[config.mk]
export PLATFORM = sky130hd
export DESIGN_NAME = gcd_unit
export DESIGN_NICKNAME = d
export VERILOG_FILES = /design/src/rtl/gcd_pkg.sv /design/src/rtl/gcd_step.sv /design/src/rtl/gcd_unit.sv
export SDC_FILE = /design/constraint.sdc
export NUM_CORES = 1
export LEC_CHECK = 0
export CAP_MARGIN = 25
export CORE_ASPECT_RATIO = 1.75
export CORE_MARGIN = 1
export CORE_UTILIZATION = 60
export DETAILED_ROUTE_END_ITERATION = 6
export GPL_TIMING_DRIVEN = 0
export PLACE_DENSITY_LB_ADDON = 0.3
export SLEW_MARGIN = 20
export SYNTH_ARGS = -nofsm -noshare
export SYNTH_HDL_FRONTEND = slang
export SYNTH_SLANG_ARGS = --single-unit
export TNS_END_PERCENT = 20
[constraint.sdc]
create_clock -name clk -period 4.3 [get_ports clk]
set_input_delay 1.075 -clock clk [delete_from_list [all_inputs] [get_ports clk]]
set_output_delay 1.075 -clock clk [all_outputs]
set_load 0.02 [all_outputs]
[src/rtl/gcd_pkg.sv]
// Shared types and helpers for the gcd_unit callee: state encoding, default width,
// and the width function for the common power-of-two counter k.
package gcd_pkg;

  localparam int GCD_WIDTH_DEFAULT = 32;

  localparam logic [2:0] ST_IDLE   = 3'd0;
  localparam logic [2:0] ST_STRIP2 = 3'd1;
  localparam logic [2:0] ST_ODDA   = 3'd2;
  localparam logic [2:0] ST_REDUCE = 3'd3;
  localparam logic [2:0] ST_FINISH = 3'd4;

  typedef enum logic [2:0] {
    IDLE   = ST_IDLE,
    STRIP2 = ST_STRIP2,
    ODDA   = ST_ODDA,
    REDUCE = ST_REDUCE,
    FINISH = ST_FINISH
  } gcd_state_e;

  function automatic int k_w(input int width);
    return $clog2(width) + 1;
  endfunction

  function automatic logic [7:0] sat_inc8(input logic [7:0] v);
    return (v == 8'hFF) ? v : v + 8'd1;
  endfunction

endpackage

[src/rtl/gcd_step.sv]
// One binary-GCD reduction step: halve an even b, otherwise subtract the smaller
// odd operand from the larger, keeping a as the smaller odd value.
module gcd_step
  import gcd_pkg::*;
#(
  parameter int WIDTH = GCD_WIDTH_DEFAULT
) (
  input  logic [WIDTH-1:0] a_r,
  input  logic [WIDTH-1:0] b_r,
  output logic [WIDTH-1:0] a_nxt,
  output logic [WIDTH-1:0] b_nxt,
  output logic             done
);

  always_comb begin
    a_nxt = a_r;
    b_nxt = b_r;
    done  = 1'b0;
    if (b_r == '0) begin
      done = 1'b1;
    end else if (!b_r[0]) begin
      b_nxt = b_r >> 1;
    end else if (a_r > b_r) begin
      a_nxt = b_r;
      b_nxt = a_r - b_r;
    end else begin
      b_nxt = b_r - a_r;
    end
  end

endmodule

[src/rtl/gcd_unit.sv]
// Binary (Stein) GCD callee on the req/busy/return protocol, one step per cycle.
// Optional busy-cycle counter output gcd_cycles when GCD_CYCLE_COUNT_EN is defined.
//
//   state  | meaning
//   IDLE   | waiting for gcd_req; accepts and latches operands
//   STRIP2 | removing common factors of two, counting them in k
//   ODDA   | making a odd
//   REDUCE | subtract/halve until b is zero
//   FINISH | publish result, drop busy
module gcd_unit
  import gcd_pkg::*;
#(
  parameter int WIDTH = GCD_WIDTH_DEFAULT
) (
  input  logic             clk,
  input  logic             reset,
  input  logic [WIDTH-1:0] gcd_a,
  input  logic [WIDTH-1:0] gcd_b,
  input  logic             gcd_req,
  output logic             gcd_busy,
  output logic [WIDTH-1:0] gcd_return
`ifdef GCD_CYCLE_COUNT_EN
  ,
  output logic [7:0]       gcd_cycles
`endif
);

  localparam int K_W = k_w(WIDTH);

  gcd_state_e       state_q, state_d;
  logic [WIDTH-1:0] a_q, a_d;
  logic [WIDTH-1:0] b_q, b_d;
  logic [K_W-1:0]   k_q, k_d;
  logic [WIDTH-1:0] res_q, res_d;
  logic             busy_q, busy_d;
  logic [WIDTH-1:0] ret_q, ret_d;

  logic [WIDTH-1:0] step_a;
  logic [WIDTH-1:0] step_b;
  logic             step_done;

  gcd_step #(.WIDTH(WIDTH)) u_step (
    .a_r   (a_q),
    .b_r   (b_q),
    .a_nxt (step_a),
    .b_nxt (step_b),
    .done  (step_done)
  );

  always_comb begin
    state_d = state_q;
    a_d     = a_q;
    b_d     = b_q;
    k_d     = k_q;
    res_d   = res_q;
    busy_d  = busy_q;
    ret_d   = ret_q;
    case (state_q)
      IDLE: begin
        if (gcd_req) begin
          a_d    = gcd_a;
          b_d    = gcd_b;
          k_d    = '0;
          busy_d = 1'b1;
          if (gcd_a == '0 || gcd_b == '0) begin
            res_d   = gcd_a | gcd_b;
            state_d = FINISH;
          end else begin
            state_d = STRIP2;
          end
        end
      end
      STRIP2: begin
        if (!a_q[0] && !b_q[0]) begin
          a_d = a_q >> 1;
          b_d = b_q >> 1;
          k_d = k_q + K_W'(1);
        end else begin
          state_d = ODDA;
        end
      end
      ODDA: begin
        if (!a_q[0]) a_d = a_q >> 1;
        else         state_d = REDUCE;
      end
      REDUCE: begin
        if (step_done) begin
          res_d   = a_q << k_q;
          state_d = FINISH;
        end else begin
          a_d = step_a;
          b_d = step_b;
        end
      end
      FINISH: begin
        ret_d   = res_q;
        busy_d  = 1'b0;
        state_d = IDLE;
      end
      default: state_d = IDLE;
    endcase
  end

  always_ff @(posedge clk or negedge reset) begin
    if (!reset) begin
      state_q <= IDLE;
      a_q     <= '0;
      b_q     <= '0;
      k_q     <= '0;
      res_q   <= '0;
      busy_q  <= 1'b0;
      ret_q   <= '0;
    end else begin
      state_q <= state_d;
      a_q     <= a_d;
      b_q     <= b_d;
      k_q     <= k_d;
      res_q   <= res_d;
      busy_q  <= busy_d;
      ret_q   <= ret_d;
    end
  end

  assign gcd_busy   = busy_q;
  assign gcd_return = ret_q;

`ifdef GCD_CYCLE_COUNT_EN
  logic [7:0] cnt_q, cnt_d;
  logic [7:0] cycles_q, cycles_d;

  // cnt_q holds the busy cycles already elapsed, so FINISH publishes one more
  always_comb begin
    cnt_d    = cnt_q;
    cycles_d = cycles_q;
    if (state_q == IDLE && gcd_req) cnt_d = '0;
    else if (busy_q)                cnt_d = sat_inc8(cnt_q);
    if (state_q == FINISH)          cycles_d = sat_inc8(cnt_q);
  end

  always_ff @(posedge clk or negedge reset) begin
    if (!reset) begin
      cnt_q    <= '0;
      cycles_q <= '0;
    end else begin
      cnt_q    <= cnt_d;
      cycles_q <= cycles_d;
    end
  end

  assign gcd_cycles = cycles_q;
`endif

endmodule

### Yosys cells after proc, flatten, opt, wreduce, memory -nomap -nowiden

Index checks and enable logic that the tools add are counted.

| storage, ports and cells | value |
|---|---|
| register bits after elaboration | 138 |
| bits in latches | 0 |
| RAM bits | 0 |
| bits in read-only memories | 0 |
| bits of input ports | 67 |
| output and inout bits | 33 |
| logic and storage cells | 80 |
| memories kept | 0 |

| cells by class | value |
|---|---|
| add/subtract/negate cells | 3 |
| $mul | 0 |
| divide/modulo/power cells | 0 |
| magnitude comparators | 1 |
| eq/ne operators | 15 |
| shift-type cells | 1 |
| muxes and demuxes | 31 |
| bitwise operators | 1 |
| reductions and logical operators | 20 |

Operators by type and width:

| cell | number |
|---|---|
| $mux W32 | 16 |
| $pmux W32 S4 | 1 |
| $logic_not A32 Y1 | 3 |
| $pmux W32 S3 | 1 |
| $pmux W32 S2 | 1 |
| $sub A32 B32 Y32 | 2 |
| $gt A32 B32 Y1 | 1 |
| $or A32 B32 Y32 | 1 |
| $shl A32 B6 Y32 | 1 |
| $ne A2 B2 Y1 const B | 10 |
| $mux W3 | 5 |
| $mux W6 | 2 |
| $pmux W3 S4 | 1 |
| $pmux W6 S2 | 1 |
| $reduce_and A4 Y1 | 2 |
| $reduce_and A8 Y1 | 1 |
| $reduce_and A7 Y1 | 1 |
| $add A6 B1 Y6 const B | 1 |
| $eq A3 B2 Y1 const B | 2 |
| $reduce_bool A2 Y1 | 3 |
| $reduce_and A5 Y1 | 1 |
| $reduce_bool A4 Y1 | 1 |
| $eq A3 B1 Y1 const B | 1 |
| $eq A3 B3 Y1 const B | 1 |
| 10 further kinds | 12 |

### Depth between registers and ports, before layout

| logic depth | value |
|---|---|
| word-level depth | 6 |
| gate-level depth with buffers | 16 |
| gate-level depth less buffers | 13 |

### Modules after synthesis

A second synthesis with hierarchy kept.

| unflattened totals | value |
|---|---|
| cell total of the unflattened synthesis | 1497 |
| area, all modules | 12699.7 um^2 |

By module, submodules not included:

| module | times used | cells an instance | area each (um^2) | seq. area each (um^2) |
|---|---|---|---|---|
| gcd_unit | 1 | 827 | 8338.0 | 3453.3 |
| gcd_step | 1 | 670 | 4361.7 | 0.0 |

### Worst setup path after synthesis

OpenSTA, ideal clock, no wires.

| path | value |
|---|---|
| kind | register -> register |
| start | reg a_q[0] |
| end | reg b_q[20] |
| data arrival time | 2.941 ns |
| required time | 4.165 ns |
| slack | 1.223 ns |
| cell stages (with the launch flop) | 16 |
| path buffers | 2 |
| cells stage by stage | dfrtp_1 -> clkbuf_1 -> inv_1 -> ha_1 -> inv_1 -> fa_1 -> a211oi_1 -> o21bai_1 -> o211ai_1 -> a21boi_1 -> a211oi_2 -> buf_6 -> mux2i_1 -> xnor2_1 -> a222oi_1 -> o21ai_0 |

| between the ends | value |
|---|---|
| cells in the longest elaborated chain, start to end | 6 |
| elaborated cells between the ends (all ways) | 12 |
| those cells by class | add/sub (2); order compare (1); eq/ne (1); mux (5); reduce/logical (3) |

Ends and longest elaborated chain:

| what | line | RTL |
|---|---|---|
| start, declared | gcd_unit.sv:31 | `logic [WIDTH-1:0] a_q, a_d;` |
| start signal, assigned | gcd_unit.sv:107 | `a_q <= '0;` |
| start signal, assigned | gcd_unit.sv:115 | `a_q <= a_d;` |
| $sub A32 B32 Y32 (tied with other cells) | gcd_step.sv:27 | `b_nxt = b_r - a_r;` |
| $mux W32 | gcd_step.sv:23 | `end else if (a_r > b_r) begin` |
| $mux W32 | gcd_step.sv:21 | `end else if (!b_r[0]) begin` |
| $mux W32 | gcd_step.sv:19 | `if (b_r == '0) begin` |
| $mux W32 | gcd_unit.sv:87 | `if (step_done) begin` |
| $pmux W32 S3 | gcd_unit.sv:58 | `case (state_q)` |
| end signal, assigned | gcd_unit.sv:108 | `b_q <= '0;` |
| end signal, assigned | gcd_unit.sv:116 | `b_q <= b_d;` |
| end, declared | gcd_unit.sv:32 | `logic [WIDTH-1:0] b_q, b_d;` |

Parallel ways exist; a longest one is shown, timed or not. The select of a mux whose other input is x is not followed.
A chain may end at the register's enable or synchronous reset.

### Final worst setup path

| path | value |
|---|---|
| start | in gcd_b[27] |
| end | reg res_q[20] |

| between the ends | value |
|---|---|
| cells in the longest elaborated chain, start to end | 4 |

Ends and longest elaborated chain:

| what | line | RTL |
|---|---|---|
| start, declared | gcd_unit.sv:18 | `input logic [WIDTH-1:0] gcd_b,` |
| $logic_not A32 Y1 | gcd_unit.sv:65 | `if (gcd_a == '0 \|\| gcd_b == '0) begin` |
| $logic_or A1 B1 Y1 | gcd_unit.sv:65 |  |
| $ne A2 B2 Y1 (no source line) | -- |  |
| $reduce_and A4 Y1 (no source line) | -- |  |
| end signal, assigned | gcd_unit.sv:118 | `res_q <= res_d;` |
| end, declared | gcd_unit.sv:34 | `logic [WIDTH-1:0] res_q, res_d;` |

No other way between the ends.

==> results <==
- Yosys printed 0 warnings.
- Clock-pin slew was measured on the worst setup and hold paths at 0.06 ns.
- The share of layout cells above drive strength 1 is 10.5%.
- Across all register-to-register paths, the minimum setup slack is 0.06 ns.
- Counting cells, the worst reg-to-reg path comes to 12.
- The placeable core region is 0.0191 sq mm.
- The total power divided by cell area is 951 mW/mm^2.
- The flow ran to the end, but the final reports show violations.
- The leakage power total is 5.93 nW.
- The post-DP HPWL is 38.3 mm.
- The total number of H-tree levels is 4.
- The mapped netlist covers 0.0117 sq mm.
- The number of buffers inserted during clock tree synthesis is 17.
- The setup slack of the critical path after layout is -0.0106 ns.
- STA puts the critical path data required time at 4.63 ns.
- The critical path goes through clkdlybuf4s50_1 > nor4_2 > nand4_1 > o22ai_1 > a31oi_1 > nor2_2 > clkbuf_2 > mux2_2.
- Setup repair after global routing left no endpoint under its margin.
- The total instance count after detailed placement is 1742.
- The capturing element of the worst setup path is res_q[20]$_DFFE_PN0P_.
- The clock drives 138 sinks.
- The hold violation total from the final report is 0.
- The number of buffers inserted by post-CTS setup repair is 0.
- The share of the clock period used by the worst path after layout is 100%.
- The final setup skew is 0.0137 ns.
- The share of the core filled with cells is 71.2%.
- Summing over every cut layer, the via total after detailed routing is 12.9k.
- Of all flip-flops after synthesis, the portion carrying an async set or reset was 100%.
- Global routing used 52.7% of the available tracks.
- In this run, post-CTS hold repair placed 0 buffers.
- Summed over all layers, the routed wires come to 50.9 mm.
- Routability-driven placement finished with a final weighted congestion of 1.09.
- The most common library cell in the layout ignoring fill and taps is sky130_fd_sc_hd__a21oi_1.
- The number of buffers inserted by port buffering is 99.
- The path type of the worst min-delay path is register to register.
- In the final layout, flip-flops and latches occupy 0.00345 sq mm.
- The total area of multi-input combinational cells is 0.00750 sq mm.
- The count of pins over their slew limit is 0.
- After detailed routing, the number of remaining DRC violations is 5.
- The initial antenna violation count is 4.
- From left edge to right edge, the die measures 107 um.
- The master of the slowest instance on the critical path is sky130_fd_sc_hd__clkdlybuf4s50_1.
- The clock tree from TritonCTS is yes.
- The checks that failed: design-rule violations, negative setup slack.
- The initial cell density of the core is 61.1%.
- In the layout the commonest cells are sky130_fd_sc_hd__a21oi_1 (140), sky130_fd_sc_hd__dfrtp_1 (138), sky130_fd_sc_hd__nor2_1 (130).
- The number of DRC markers in iteration 0 is 1718.
- The delay of the slowest cell on the worst path is 0.71 ns.
- The top flip-flop cell by instance count after synthesis is sky130_fd_sc_hd__dfrtp_1.
- The worst flop-to-flop path endpoint is a_q[3]$_DFFE_PN0P_.
- The setup path with the least slack is of type primary input to register.
- The maximum achievable frequency is 232 MHz.
- STA classifies the critical path startpoint as a primary input.
- The average routed wire per standard cell is 28.7 um.
- The worst-case IR drop observed on VDD is 1.04 mV.
- The layout has 1560 filler cells.
- The clock reaches the later pin of the worst-skew pair after 0.45 ns.
- The via density per instance is 7.27.
- Counting I/O delays and the setup requirement, the final critical path takes 4.31 ns.
- After global routing the overflow that remains totals 0.
- At the worst endpoint, the arrival time is 4.64 ns.
- Adding up every negative setup slack in the final design gives -0.0266 ns.
- Setup violations remaining at the end of the flow were counted as 5.
- The start point of the critical path is gcd_b[27].
- The maximum fanout along the worst path is 10.
- In this run the tightest slew margin relative to its limit is 19.1%.
- The gate count of the mapped netlist is 1401.
- The number of gates resized after CTS was 1.
- The row count is 67.
- The wire length of the first global-routing pass is 77.2 mm.
- The boundary pin count is 100.
- The worst reg2reg path startpoint is b_q[26]$_DFFE_PN0P_.
- The die covers 0.0200 sq mm.
- The clock tree root driver cell is sky130_fd_sc_hd__clkbuf_16.
- In this run the vertical extent of the chip is 187 um.
- The net count of the finished layout is 1654.
- The nature of the critical path endpoint is a register.
- Synthesis produced a netlist with a net count of 1535.
- Once detail routing completed, the nets flagged for antenna violations numbered 0.
- The largest net degree at the start of global routing is 75.
- The number of maximum-capacitance constraint violations is 0.
- The number of enable-type register cells in the synthesized netlist is 0.
- The minimum setup slack after placement is -0.439 ns.
- Summing the sequential cell areas from Yosys gives 29.6% of the chip area.
- In this run the mean area of a mapped cell was 8.33 sq um.
- The number of global-route vias before repair is 13.2k.
- The number of synthesized register bits is 138.
- At the pin with the least slew margin, the transition time is 1.20 ns.
- The area overhead of the layout relative to synthesis is 16.6%.
- Before antenna repair, the detailed router went through 7 iterations.
- The maximum clock path buffer count is 2.
- The number of different library cells in the post-synthesis netlist is 71.
- The final instance count without filler cells is 1774.
## cell usage after synthesis, drive strengths merged (12+ instances only)
| cell | number | area [sq um] |
|---|---|---|
| a211oi | 27 | 213 |
| o21ai | 129 | 646 |
| ha | 65 | 813 |
| a21o | 18 | 135 |
| buf | 27 | 150 |
| o221ai | 13 | 114 |
| a21oi | 141 | 706 |
| o22ai | 30 | 188 |
| mux2i | 44 | 440 |
| mux2 | 69 | 777 |
| o211ai | 14 | 105 |
| mux4 | 14 | 315 |
| nor4 | 26 | 169 |
| nand2 | 100 | 375 |
| nand3 | 12 | 60.1 |
| a222oi | 33 | 330 |
| nand4 | 22 | 144 |
| nor3 | 27 | 140 |
| a221oi | 20 | 181 |
| nor2 | 131 | 492 |
| clkbuf | 75 | 282 |
| inv | 86 | 323 |
| xnor2 | 19 | 166 |
| dfrtp | 138 | 3450 |
## worst max-delay path: cells and delay by family
kind,cells,cell delay [ns]
muxes,1,0.38
and+or+nand+nor,3,1.45
AOI/OAI and AO/OA,2,0.61
buffers and inverters,2,1.10
## routing by layer
metal  vias to the layer above  track usage, %  routed length [um]
li1                       5459               -                   -
met5                         -           0.255                  29
met3                       405            21.8                5570
met1                      6040            49.9               15400
met2                       996            82.7               23800
met4                         4            53.2                6060
## stage by stage
stage	power (mW)	area, sq um	hold WS (ns)
3_5_place_dp	10.9	13000	0.493
6_report	12.9	13600	0.505
2_1_floorplan	8.21	11700	0.471
4_1_cts	12.3	13600	0.507
3_3_place_gp	10.7	13000	0.479
5_1_grt	13.6	13600	0.518
## layout make-up
type	count	share of cell area (%)
Timing Repair Buffer	100	7.52
Antenna cell	1	0.0184
Clock buffer	20	3.28
Multi-Input combinational cell	1074	55.1
Inverter	87	2.40
Sequential cell	138	25.4
Buffer	102	3.20
Clock inverter	11	0.910
Tap cell	241	2.22
## cell families (layout without fill, tap and decap cells)
kind of cell | Yosys count | in the layout | share of synthesized area (%)
adder cells (fa/ha/maj) | 67 | 67 | 7.31
flip-flops | 138 | 138 | 29.6
AND/OR/NAND/NOR | 358 | 358 | 14.1
other | 0 | 1 | 0
buffers and inverters | 189 | 320 | 6.50
XOR/XNOR | 29 | 29 | 2.18
AO/OA/AOI/OAI | 493 | 493 | 27.2
multiplexers | 127 | 127 | 13.1
## worst min path at each step
stage                                   start                   endpoint  slack [ns]  cells after the start
floorplan                res_q[8]$_DFFE_PN0P_       res_q[8]$_DFFE_PN0P_        0.47                      2
global placement         gcd_busy$_DFFE_PN0P_       gcd_busy$_DFFE_PN0P_        0.48                      2
detailed placement       res_q[1]$_DFFE_PN0P_       res_q[1]$_DFFE_PN0P_        0.49                      1
CTS                     res_q[29]$_DFFE_PN0P_      res_q[29]$_DFFE_PN0P_        0.51                      1
global route            res_q[29]$_DFFE_PN0P_      res_q[29]$_DFFE_PN0P_        0.52                      1
finish              gcd_return[6]$_DFFE_PN0P_  gcd_return[6]$_DFFE_PN0P_        0.50                      1
## report_power, final
part           total, mW  leakage (nW)  switching [mW]  internal, mW
combinational       9.08          3.92            5.72          3.36
clock               1.47         0.272           0.606         0.863
sequential          2.40          1.74           0.758          1.64
total               12.9          5.93            7.08          5.86
## state kept, by name, summed over array words and instances (netlist names)
register    count
a_q            32
b_q            32
gcd_busy        1
gcd_return     32
k_q             6
res_q          32
state_q         3
No activity file was read; power rests on OpenSTA's default activity.
